### config.mk
export PLATFORM = sky130hd
export DESIGN_NAME = uart_rx_fifo_flat
export DESIGN_NICKNAME = d
export VERILOG_FILES = /design/src/rtl/uart_pkg.sv /design/src/rtl/uart_rx_fifo_if.sv /design/src/rtl/sync_fifo.sv /design/src/rtl/uart_rx_fifo.sv /design/src/flat_wrapper.sv
export SDC_FILE = /design/constraint.sdc
export NUM_CORES = 1
export LEC_CHECK = 0
export ABC_AREA = 0
export BUFFER_PORTS_ARGS = -buffer_cell sky130_fd_sc_hd__buf_2
export CELL_PAD_IN_SITES_DETAIL_PLACEMENT = 1
export CELL_PAD_IN_SITES_GLOBAL_PLACEMENT = 2
export CORE_MARGIN = 1
export CORE_UTILIZATION = 25
export DETAILED_ROUTE_END_ITERATION = 10
export GPL_TIMING_DRIVEN = 0
export PLACE_DENSITY_LB_ADDON = 0.12
export SYNTH_ARGS = -nofsm -noshare
export SYNTH_HDL_FRONTEND = slang
export SYNTH_SLANG_ARGS = --single-unit
### constraint.sdc
create_clock -name clk -period 2.6 [get_ports clk]
set_input_delay 0 -clock clk [delete_from_list [all_inputs] [get_ports clk]]
set_output_delay 0 -clock clk [all_outputs]
set_load 0.005 [all_outputs]
### src/rtl/uart_pkg.sv
`default_nettype none
// ============================================================================
// uart_pkg : shared types and constants for the UART receive path
// Rev 1.0
// ============================================================================
package uart_pkg;

  localparam int DEF_CLKS_PER_BIT = 868;
  localparam int DEF_FIFO_DEPTH   = 8;
  localparam int DATA_W           = 8;

  typedef enum logic [2:0] {
    IDLE      = 3'd0,
    START     = 3'd1,
    DATA      = 3'd2,
    STOP      = 3'd3,
    WAIT_HIGH = 3'd4
  } rx_state_t;

endpackage
`default_nettype wire

### src/rtl/uart_rx_fifo_if.sv
`default_nettype none
// ============================================================================
// uart_rx_fifo_if : serial line input plus the CPU-side read/pop/flag bundle
// Rev 1.0
// ============================================================================
interface uart_rx_fifo_if #(
  parameter int FIFO_DEPTH = uart_pkg::DEF_FIFO_DEPTH
) ();
  import uart_pkg::*;

  logic                        rxd;
  logic                        rx_pop;
  logic                        err_clr;
  logic [DATA_W-1:0]           rx_data;
  logic                        rx_valid;
  logic [$clog2(FIFO_DEPTH):0] rx_level;
  logic                        frame_err;
  logic                        overrun;

  modport master (
    output rxd, rx_pop, err_clr,
    input  rx_data, rx_valid, rx_level, frame_err, overrun
  );

  modport slave (
    input  rxd, rx_pop, err_clr,
    output rx_data, rx_valid, rx_level, frame_err, overrun
  );

endinterface
`default_nettype wire

### src/rtl/sync_fifo.sv
`default_nettype none
// ============================================================================
// sync_fifo : single-clock show-ahead FIFO; head reads 0 while empty
// Rev 1.0
// ============================================================================
module sync_fifo #(
  parameter int WIDTH = 8,
  parameter int DEPTH = 8
) (
  input  logic                     clk,
  input  logic                     rst_n,
  input  logic                     push,
  input  logic [WIDTH-1:0]         push_data,
  input  logic                     pop,
  output logic [WIDTH-1:0]         head,
  output logic                     full,
  output logic                     empty,
  output logic [$clog2(DEPTH):0]   level
);
  localparam int AW = $clog2(DEPTH);

  logic [WIDTH-1:0] mem [DEPTH];
  logic [AW-1:0]    wptr;
  logic [AW-1:0]    rptr;
  logic             do_push;
  logic             do_pop;

  assign empty   = (level == '0);
  assign full    = (level == (AW+1)'(DEPTH));
  assign do_pop  = pop && !empty;
  // A pop in the same cycle frees the slot, so a full FIFO still accepts the push.
  assign do_push = push && (!full || do_pop);

  always_ff @(posedge clk) begin
    if (do_push) begin
      mem[wptr] <= push_data;
    end
  end

  always_ff @(posedge clk or negedge rst_n) begin
    if (!rst_n) begin
      wptr  <= '0;
      rptr  <= '0;
      level <= '0;
    end else begin
      if (do_push) begin
        wptr <= wptr + 1'b1;
      end
      if (do_pop) begin
        rptr <= rptr + 1'b1;
      end
      case ({do_push, do_pop})
        2'b10:   level <= level + 1'b1;
        2'b01:   level <= level - 1'b1;
        default: level <= level;
      endcase
    end
  end

  assign head = empty ? '0 : mem[rptr];

endmodule
`default_nettype wire

### src/rtl/uart_rx_fifo.sv
`default_nettype none
// ============================================================================
// uart_rx_fifo : 8N1 oversampling receiver feeding a show-ahead byte FIFO
// Rev 1.0
// ============================================================================
module uart_rx_fifo
  import uart_pkg::*;
#(
  parameter int CLKS_PER_BIT = DEF_CLKS_PER_BIT,
  parameter int FIFO_DEPTH   = DEF_FIFO_DEPTH
) (
  input  logic          clk,
  input  logic          rst_n,
  uart_rx_fifo_if.slave bus
);
  localparam int              BW       = $clog2(CLKS_PER_BIT);
  localparam int              LW       = $clog2(FIFO_DEPTH) + 1;
  localparam logic [BW-1:0]   BIT_LAST = BW'(CLKS_PER_BIT - 1);
  localparam logic [BW-1:0]   BIT_MID  = BW'(CLKS_PER_BIT / 2 - 1);

  logic              sync1;
  logic              rxs;
  logic              rxs_prev;
  rx_state_t         state;
  logic [BW-1:0]     bcnt;
  logic [2:0]        bidx;
  logic [DATA_W-1:0] shreg;
  logic              frame_err;
  logic              overrun;
  logic              push;
  logic              fifo_full;
  logic              fifo_empty;
  logic [LW-1:0]     level;
  logic [DATA_W-1:0] head;

  // Idle-high reset values keep the edge detector quiet coming out of reset.
  always_ff @(posedge clk or negedge rst_n) begin
    if (!rst_n) begin
      sync1    <= 1'b1;
      rxs      <= 1'b1;
      rxs_prev <= 1'b1;
    end else begin
      sync1    <= bus.rxd;
      rxs      <= sync1;
      rxs_prev <= rxs;
    end
  end

  always_ff @(posedge clk or negedge rst_n) begin
    if (!rst_n) begin
      state     <= IDLE;
      bcnt      <= '0;
      bidx      <= '0;
      shreg     <= '0;
      frame_err <= 1'b0;
    end else begin
      if (bus.err_clr) begin
        frame_err <= 1'b0;
      end
      case (state)
        IDLE: begin
          if (rxs_prev && !rxs) begin
            state <= START;
            bcnt  <= '0;
          end
        end
        START: begin
          if (bcnt == BIT_MID) begin
            bcnt  <= '0;
            bidx  <= '0;
            state <= rxs ? IDLE : DATA;
          end else begin
            bcnt <= bcnt + 1'b1;
          end
        end
        DATA: begin
          if (bcnt == BIT_LAST) begin
            bcnt  <= '0;
            shreg <= {rxs, shreg[DATA_W-1:1]};
            bidx  <= bidx + 1'b1;
            if (bidx == 3'd7) begin
              state <= STOP;
            end
          end else begin
            bcnt <= bcnt + 1'b1;
          end
        end
        STOP: begin
          if (bcnt == BIT_LAST) begin
            bcnt <= '0;
            if (rxs) begin
              state <= IDLE;
            end else begin
              frame_err <= 1'b1;
              state     <= WAIT_HIGH;
            end
          end else begin
            bcnt <= bcnt + 1'b1;
          end
        end
        WAIT_HIGH: begin
          // A held-low break yields one error; re-arm only once the line idles.
          if (rxs) begin
            state <= IDLE;
          end
        end
        default: state <= IDLE;
      endcase
    end
  end

  assign push = (state == STOP) && (bcnt == BIT_LAST) && rxs;

  always_ff @(posedge clk or negedge rst_n) begin
    if (!rst_n) begin
      overrun <= 1'b0;
    end else begin
      if (bus.err_clr) begin
        overrun <= 1'b0;
      end
      if (push && fifo_full && !bus.rx_pop) begin
        overrun <= 1'b1;
      end
    end
  end

  sync_fifo #(
    .WIDTH (DATA_W),
    .DEPTH (FIFO_DEPTH)
  ) u_fifo (
    .clk       (clk),
    .rst_n     (rst_n),
    .push      (push),
    .push_data (shreg),
    .pop       (bus.rx_pop),
    .head      (head),
    .full      (fifo_full),
    .empty     (fifo_empty),
    .level     (level)
  );

  assign bus.rx_data   = head;
  assign bus.rx_valid  = !fifo_empty;
  assign bus.rx_level  = level;
  assign bus.frame_err = frame_err;
  assign bus.overrun   = overrun;

endmodule
`default_nettype wire

### src/flat_wrapper.sv
// flat-port wrapper written by rule: the top's interface ports become plain ports
module uart_rx_fifo_flat import uart_pkg::*;
#(
  parameter int CLKS_PER_BIT = DEF_CLKS_PER_BIT,
  parameter int FIFO_DEPTH   = DEF_FIFO_DEPTH
)
  (clk, rst_n, bus_rxd, bus_rx_pop, bus_err_clr, bus_rx_data, bus_rx_valid, bus_rx_level, bus_frame_err, bus_overrun);
  uart_rx_fifo_if #(.FIFO_DEPTH(FIFO_DEPTH)) bus_i ();
  input  logic clk;
  input  logic rst_n;
  input wire logic [$bits(bus_i.rxd)-1:0] bus_rxd;
  input wire logic [$bits(bus_i.rx_pop)-1:0] bus_rx_pop;
  input wire logic [$bits(bus_i.err_clr)-1:0] bus_err_clr;
  output wire logic [$bits(bus_i.rx_data)-1:0] bus_rx_data;
  output wire logic [$bits(bus_i.rx_valid)-1:0] bus_rx_valid;
  output wire logic [$bits(bus_i.rx_level)-1:0] bus_rx_level;
  output wire logic [$bits(bus_i.frame_err)-1:0] bus_frame_err;
  output wire logic [$bits(bus_i.overrun)-1:0] bus_overrun;
  assign bus_i.rxd = bus_rxd;
  assign bus_i.rx_pop = bus_rx_pop;
  assign bus_i.err_clr = bus_err_clr;
  assign bus_rx_data = bus_i.rx_data;
  assign bus_rx_valid = bus_i.rx_valid;
  assign bus_rx_level = bus_i.rx_level;
  assign bus_frame_err = bus_i.frame_err;
  assign bus_overrun = bus_i.overrun;
  uart_rx_fifo #(.CLKS_PER_BIT(CLKS_PER_BIT), .FIFO_DEPTH(FIFO_DEPTH)) u_core (.clk(clk), .rst_n(rst_n), .bus(bus_i));
endmodule
Word-level counts from Yosys, hierarchy flattened
Memory sizes are Yosys's and may differ from the RTL's. Index checks and enable logic that the tools add are counted.

Input bits: 5. Register bits after elaboration: 39. Word-level logic and storage cells: 84. Memories: 1. Memory bits (writable): 64. Output and inout bits: 15.

Memory list: u_core.u_fifo.mem (words 8, bits a word 8, read ports 1, clocked after Yosys merged registers in 0, write ports 1, RTL line sync_fifo.sv:22) `logic [WIDTH-1:0] mem [DEPTH];`.

Reductions and logical operators: 23. $add $sub $neg: 6. Muxes and demuxes: 26. Eq/ne operators: 16.

Operators with widths (number): $mux 10 (3); $pmux 10 s3 (1); $mux 3 (9); $pmux 3 s5 (1); $ne 2x1->1 const B (6); $add 10x1->10 const B (1); $eq 10x10->1 const B (1); $eq 10x9->1 const B (1); $add 3x1->3 const B (3); $mux 1 (8); $mux 8 (1); $pmux 4 s2 (1); $logic_and 1x1->1 (7); $eq 3x2->1 const B (2); $eq 3x3->1 const B (2); $pmux 3 s2 (1); $reduce_and 6->1 (1); $reduce_bool 2->1 (3); $add 4x1->4 const B (1); $eq 4x4->1 const B (1); $logic_not 1->1 (4); $logic_not 4->1 (1); $reduce_and 2->1 (2); $sub 4x1->4 const B (1); other kinds (9) (9).

Longest topological paths before layout
Gate-level depths: netlist of the first run.

Depth after elaboration: 7. Gate-level depth with buffers: 9. Mapped depth without buffers: 9.

Modules after synthesis
A second synthesis of the first run with hierarchy kept.

Cells, all modules: 313. Area total of the unflattened synthesis: 4639.4 um^2.

Modules (own cells, without submodules): sync_fifo (area each 3106.7 um^2, cells each 172, sequential area each 2172.1 um^2, instances 1); uart_rx_fifo (area each 1532.7 um^2, cells each 141, sequential area each 729.4 um^2, instances 1).

Worst setup path before layout of the first run
No wires, ideal clock.

Kind: flip-flop to flip-flop. From: register u_core.bcnt[0]. To: memory u_core.u_fifo.mem[0][0] (enable). Clock period less this slack: 2.651 ns. Path buffers: 1. Setup time: 0.395 ns. Stages on the path, launching flop included: 7. Setup slack: -0.051 ns. Data required time: 2.205 ns. Arrival: 2.256 ns. Path through: dfrtp_1 ha_1 and4bb_2 and4_1 buf_2 nand2_1 nor4_1.

Longest elaborated chain between the ends: 6.

RTL lines: start: declaration (RTL line uart_rx_fifo.sv:25) `logic [BW-1:0] bcnt;`; start signal: assignment (RTL line uart_rx_fifo.sv:73) `bcnt <= bcnt + 1'b1;`; start signal: assignment (RTL line uart_rx_fifo.sv:85) `bcnt <= bcnt + 1'b1;`; start signal: assignment (RTL line uart_rx_fifo.sv:98) `bcnt <= bcnt + 1'b1;`; $eq 10x10->1 (RTL line uart_rx_fifo.sv:112) `assign push = (state == STOP) && (bcnt == BIT_LAST) && rxs;`; $logic_and 1x1->1 (2 in series) (RTL line uart_rx_fifo.sv:112); $logic_and 1x1->1 (RTL line sync_fifo.sv:32) `assign do_push = push && (!full || do_pop);`; $mux 1 (RTL line sync_fifo.sv:35) `if (do_push) begin`; $mux 1 (implied by the code) (RTL line sync_fifo.sv:36) `mem[wptr] <= push_data;`; end: declaration (RTL line sync_fifo.sv:22).

No other way between the ends.

Worst setup path in the final report of the first run
From: register u_core.bcnt[0]. To: memory u_core.u_fifo.mem[3][2] (enable).

Same word-level chain as after synthesis.

==> results.yml, run 1 <==
power_and_ir_drop:
  max-vdd-ir-drop_mv: 0.326
  leakage_nw: 2.16
  power_density_nw_per_um2: 813
finish:
  layout.nets: 361
  antennaDiodeCount: 0
  area_delta_synth_final_pct: 20.8
  fin_util_pct: 31.3
  final_cell_mix: "64 x edfxtp_1, 34 x dfrtp_1, 25 x buf_2, 23 x nand2_1, 16 x mux4_2"
  fill_cells: 1872
  regArea_um2: 2900
  final_common_cell: "edfxtp_1"
  multiInputGateArea_um2: 1640
  stdcell_count: 579
  drive_gt1_share_pct: 26.8
detailed_routing:
  via_per_inst: 4.72
  drt_iter0_drc: 93
  vias: 2735
  drtAntennaViolNets: 0
  dr.pass1.iters: 4
  post-route-drc-count: 0
  post_drt_wl_per_cell_um: 18.1
  drt_wl_total_um: 10500
status:
  status: "finished, final reports clean"
floorplan:
  core_area_um2: 17500
  fp.dieW_um: 137
  dieArea_um2: 18700
  die_y_um: 137
  initial_core_util_pct: 25.9
  rows: 48
  io_pins: 20
timing:
  setup_viol: 0
  fmax_ghz: 0.407
  fin_crit_sh_pct: 94.5
  rsz0062_at_grt: "false"
  hold_violations: 0
  period_needed_ns: 2.46
  finClkSkew_ns: 0.00604
  slew_violations: 0
  maxSlewHeadroom_pct: 34.9
  tightest_slew_ns: 0.977
clock_tree:
  cts_buffer_depth: 2
  cts.sinks: 103
  clkTransAtPathRegs_ns: 0.07
  cts_tree: "built"
  htreeDepth: 3
  insertion_delay_ns: 0.35
  cts-root-buf: "clkbuf_16"
  cts_buffers: 9
hold_path:
  hold_path_depth: 3
  holdCritPathClass: "input port to flop"
place:
  globalplace.congestion: 0.736
  hpwl_um: 7120
  dp_cells: 554
  io_buffers: 19
setup_path:
  arrival_ns: 2.53
  r2r-start: "u_core.bcnt[0]$_DFFE_PN0P_"
  critPathRequiredTime_ns: 2.67
  end_kind: "flop"
  cp-startpoint: "u_core.bcnt[0]$_DFFE_PN0P_"
  crit_type: "flop to flop"
  reg2reg_depth: 8
  timing.rr.end: "u_core.u_fifo.mem[3][2]$_DFFE_PP_"
  rrSetupSlack_ns: 0.14
  endpoint: "u_core.u_fifo.mem[3][2]$_DFFE_PP_"
  start_kind: "flop"
  path_max_fanout: 8
synthesis:
  synth_compound_area_share_pct: 6.50
  synthAdderAreaFrac_pct: 1.93
  synth_nets: 320
  yosys.area_share.simple_pct: 10.9
  async_reset_ff_share_pct: 37.9
  syn_inst: 308
  synth-edff-count: 64
  synth_top_family_by_area: "multiplexers"
  ys_ff_latch: 103
  synth.cell_area_um2: 4550
  seq_area_frac_synth_pct: 63.8
  synth_xor_xnor_area_share_pct: 1.16
  synthMuxAreaShare_pct: 13.7
  ys_dominant_reg_cell: "edfxtp_1"
  ys_types: 55
  ys_warn_count: 0
  syn_area_per_cell_um2: 14.8
grt:
  grt_max_degree: 40
  grtUsageTotal_pct: 12.4
  grt_pass1_wl_um: 16600
  grt_pass1_vias: 2802
  overflow: 0
  antenna_found_initial: 0
run:
  cap_violations: 0
## metrics by stage
| step | worst slack, ns | hold WS, ns | TNS (ns) | power, mW | cell area (um2) |
|---|---|---|---|---|---|
| global route | 0.00704 | 0.0503 | 0 | 4.72 | 5490 |
| floorplan | 0.129 | -0.296 | 0 | 2.60 | 4550 |
| finish | 0.142 | 0.0194 | 0 | 4.46 | 5490 |
| detailed placement | -0.487 | 0.113 | -16.75 | 2.91 | 4950 |
| global placement | -0.813 | 0.105 | -34.90 | 2.89 | 4930 |
| CTS | -0.110 | 0.0175 | -2.20 | 4.56 | 5440 |
## critical path, stage by stage, from the launching register on
cell      delay, ns
dfrtp_2        0.43
ha_2           0.25
and4bb_4       0.32
and4_1         0.19
buf_2          0.22
nand2_2        0.19
nor3_1         0.22
buf_4          0.20
buf_2          0.16
## repair_timing
| action | 4_1_cts | 5_1_grt |
|---|---|---|
| resized for setup | 12 | 6 |
| buffers inserted | 4 | 2 |
| hold endpoints to repair | 39 | 0 |
| endpoints found under the setup margin | 68 | 44 |
| pin swaps | 4 | 3 |
| hold buffers | 3 | 0 |
## routing by layer
layer  vias up  part of all wire (%)  track usage (%)
met1      1414                    50             16.9
met2        29                    47             19.1
li1       1280                     -                -
met3        12                   1.9             2.44
met5         -                     0                0
met4         0                   1.9             5.49
## worst min-delay path by stage
stage,startpoint,endpoint,slack (ns)
final,bus_rx_pop,u_core.u_fifo.rptr[0]$_DFFE_PN0P_,0.02
after global routing,bus_rx_pop,u_core.u_fifo.rptr[0]$_DFFE_PN0P_,0.05
after CTS,bus_rx_pop,u_core.u_fifo.rptr[0]$_DFFE_PN0P_,0.02
after detailed placement,bus_rxd,u_core.sync1$_DFF_PN1_,0.11
after global placement,bus_rxd,u_core.sync1$_DFF_PN1_,0.11
after floorplan,rst_n,u_core.bcnt[0]$_DFFE_PN0P_,-0.30
## cells in the mapped netlist, types with 3 or more instances
| cell type | n | area, um2 |
|---|---|---|
| edfxtp_1 | 64 | 1920 |
| dfrtp_1 | 36 | 901 |
| nand2_1 | 24 | 90.1 |
| nor2_1 | 18 | 67.6 |
| mux4_2 | 16 | 360 |
| mux2i_1 | 11 | 110 |
| o21ai_0 | 10 | 50.1 |
| nor3_1 | 9 | 45.0 |
| inv_1 | 8 | 30.0 |
| clkbuf_1 | 7 | 26.3 |
| ha_1 | 7 | 87.6 |
| mux2_4 | 7 | 105 |
| nand3_1 | 7 | 35.0 |
| a21oi_1 | 6 | 30.0 |
| xnor2_1 | 6 | 52.6 |
| buf_2 | 5 | 25.0 |
| nand2b_1 | 5 | 31.3 |
| nand4_1 | 5 | 31.3 |
| o211ai_1 | 4 | 30.0 |
| dfstp_2 | 3 | 78.8 |
| nor2b_1 | 3 | 18.8 |
| nor4_1 | 3 | 18.8 |
| o31ai_1 | 3 | 22.5 |
## sequential cells by signal, summed over array words and instances (netlist names), 3 cells and up
register,count
u_core.u_fifo.level,4
u_core.bidx,3
u_core.state,3
u_core.shreg,8
u_core.bcnt,10
u_core.u_fifo.wptr,3
u_core.u_fifo.rptr,3
u_core.u_fifo.mem,64
## kinds of logic (layout without fill, tap and decap cells)
| family | Yosys count | after routing |
|---|---|---|
| fa+ha+maj | 7 | 7 |
| xor+xnor | 6 | 6 |
| simple gates | 90 | 90 |
| flops | 103 | 103 |
| compound gates | 42 | 42 |
| buf+inv | 22 | 68 |
| mux | 38 | 38 |
## report_power, final
part / internal, mW / leakage [nW] / switching (mW) / total, mW
Combinational: 0.362 / 0.731 / 0.566 / 0.928
Sequential: 1.82 / 1.26 / 0.106 / 1.93
Clock: 0.959 / 0.173 / 0.648 / 1.61
Total: 3.14 / 2.16 / 1.32 / 4.46
## cell type report
class                           instances  share of cell area, %
Inverter                                8                  0.547
Clock inverter                          7                   2.33
Tap cell                              225                   5.13
Multi-Input combinational cell        183                   29.8
Timing Repair Buffer                   30                   4.01
Sequential cell                       103                   52.9
Buffer                                 14                   1.16
Clock buffer                            9                   4.10
(Power assumes the default switching activity.)
==> run 2: changes to the inputs <==
--- a/config.mk
+++ b/config.mk
@@ -17,3 +17,4 @@
 export SYNTH_ARGS = -nofsm -noshare
 export SYNTH_HDL_FRONTEND = slang
 export SYNTH_SLANG_ARGS = --single-unit
+export TNS_END_PERCENT = 20
==> constraint.sdc (replaced) <==
create_clock -name clk -period 2.4 [get_ports clk]
set_input_delay 0 -clock clk [delete_from_list [all_inputs] [get_ports clk]]
set_output_delay 0 -clock clk [all_outputs]
set_load 0.005 [all_outputs]
==> run 2 against run 1 <==
Effect of this change: worst setup slack worse by 0.036 ns; utilization is 0.20 points higher; die area stayed put; count of clock-buffer cells in the layout stayed put; fmax is 7.1% higher.
==> results.yml, run 2 (synthesized netlist as in run 1, its figures left out) <==
setup_path:
  reg2reg_depth: 7
  crit_type: "flop to flop"
  start_kind: "flop"
  cp-startpoint: "u_core.bcnt[0]$_DFFE_PN0P_"
  arrival_ns: 2.37
  r2r-start: "u_core.bcnt[0]$_DFFE_PN0P_"
  timing.rr.end: "u_core.u_fifo.mem[4][3]$_DFFE_PP_"
  path_max_fanout: 8
  rrSetupSlack_ns: 0.11
  endpoint: "u_core.u_fifo.mem[4][3]$_DFFE_PP_"
  end_kind: "flop"
  critPathRequiredTime_ns: 2.47
floorplan:
  rows: 48
  die_y_um: 137
  initial_core_util_pct: 25.9
  fp.dieW_um: 137
  dieArea_um2: 18700
  core_area_um2: 17500
  io_pins: 20
place:
  globalplace.congestion: 0.736
  hpwl_um: 7120
  io_buffers: 19
  place_ws_ns: -0.687
  placed_area_um2: 4950
finish:
  antennaDiodeCount: 0
  area_delta_synth_final_pct: 21.5
  largest_register: "u_core.u_fifo.mem"
  fill_cells: 1866
  fin_util_pct: 31.5
  final_common_cell: "edfxtp_1"
  largest_reg_flops: 64
  reg_top3: "u_core.u_fifo.mem (64), u_core.bcnt (10), u_core.shreg (8)"
  drive_gt1_share_pct: 28.4
  layout.nets: 363
  final_cell_mix: "64 x edfxtp_1, 34 x dfrtp_1, 23 x buf_2, 23 x nand2_1, 16 x mux4_2"
  design_area_um2: 5520
detailed_routing:
  vias: 2748
  drt_iter0_drc: 94
  drtAntennaViolNets: 0
  dr.pass1.iters: 4
  drt_wl_total_um: 10500
  via_per_inst: 4.73
  post_drt_wl_per_cell_um: 18.0
  post-route-drc-count: 0
power_and_ir_drop:
  max-vdd-ir-drop_mv: 0.354
  internal_power_mw: 3.43
  p_seq_share_pct: 43.0
  finalPower_mw: 4.87
  swShare_pct: 29.7
  switchingPower_mw: 1.45
  leakage_nw: 2.18
  power_density_nw_per_um2: 882
  clockPowerShare_pct: 35.8
  combPwrFrac_pct: 21.2
timing:
  setup_slack_ns: 0.106
  rsz0062_at_grt: "true"
  hold_violations: 0
  maxSlewHeadroom_pct: 35.3
  finClkSkew_ns: 0.00661
  period_needed_ns: 2.29
  setup_viol: 0
  fmax_ghz: 0.436
  slew_violations: 0
  fin_crit_sh_pct: 95.6
  hold_slack_ns: 0.0173
  tightest_slew_ns: 0.970
clock_tree:
  clkTransAtPathRegs_ns: 0.07
  cts_buffers: 9
  cts_buffer_depth: 2
  cts.sinks: 103
  cts_tree: "built"
  cts-root-buf: "clkbuf_16"
  insertion_delay_ns: 0.35
  htreeDepth: 3
grt:
  grt_pass1_vias: 2810
  antenna_found_initial: 0
  grtUsageTotal_pct: 12.4
  grt_max_degree: 40
  overflow: 0
  grt_pass1_wl_um: 16500
hold_path:
  holdCritPathClass: "input port to flop"
  hold_path_depth: 3
run:
  cap_violations: 0
status:
  status: "finished, final reports clean"
[run 2: changes by cell type in the layout (fill, tap and decap cells not counted), moves of 2 or more]
cell / change
buf_2: -2
clkbuf_1: -2
buf_4: +4
clkbuf_2: +2
[run 2: layout make-up]
type | count | area [um2] | share of cell area [%]
buffer | 14 | 75.1 | 1.36
clock buffer | 9 | 225 | 4.08
clock inverter | 7 | 128 | 2.31
inverter | 8 | 30.0 | 0.544
multi-input combinational | 183 | 1660 | 30.0
sequential | 103 | 2900 | 52.6
tap | 225 | 282 | 5.10
timing repair buffer | 32 | 223 | 4.03
[run 2: worst min path at each step]
stage	startpoint	endpoint	slack [ns]
final	bus_rx_pop	u_core.u_fifo.rptr[0]$_DFFE_PN0P_	0.02
after global routing	bus_rx_pop	u_core.u_fifo.rptr[0]$_DFFE_PN0P_	0.05
after detailed placement	bus_rxd	u_core.sync1$_DFF_PN1_	0.11
after CTS	bus_rx_pop	u_core.u_fifo.rptr[0]$_DFFE_PN0P_	0.02
after floorplan	rst_n	u_core.bcnt[0]$_DFFE_PN0P_	-0.30
after global placement	bus_rxd	u_core.sync1$_DFF_PN1_	0.11
[run 2: per-stage QoR]
stage / instances / setup TNS (ns)
CTS: 577 / -0.0259
global placement: 552 / -47.88
floorplan: 308 / -1.74
finish: 581 / 0
global route: 581 / -0.0426
detailed placement: 554 / -29.42
[run 2: worst max-delay path, cell delays in order (launching register included)]
cell      delay, ns
dfrtp_2        0.45
ha_4           0.18
and4bb_4       0.31
and4_1         0.20
buf_4          0.17
nand3_2        0.23
nor3_4         0.30
buf_12         0.16
[run 2: power groups by stage]
stage	Sequential, mW	Combinational [mW]	Clock (mW)
finish	2.10	1.03	1.74
floorplan	2.10	0.717	0
detailed placement	2.13	1.02	0
CTS	2.09	1.05	1.80
global route	2.12	1.16	1.87
global placement	2.12	1.01	0
[run 2: what timing repair did]
action	in CTS	in global routing
pin swaps	4	1
hold endpoints to repair	39	0
gates resized for setup	22	6
hold buffers	3	0
setup endpoints to repair	74	43
buffers inserted	4	4
[run 2: layer usage]
layer	track usage, %	wire (um)	vias to the layer above
li1	-	-	1289
met1	16.8	5160	1422
met2	19.2	4920	25
met3	2.44	197	12
met4	5.49	196	0
met5	0	0	-
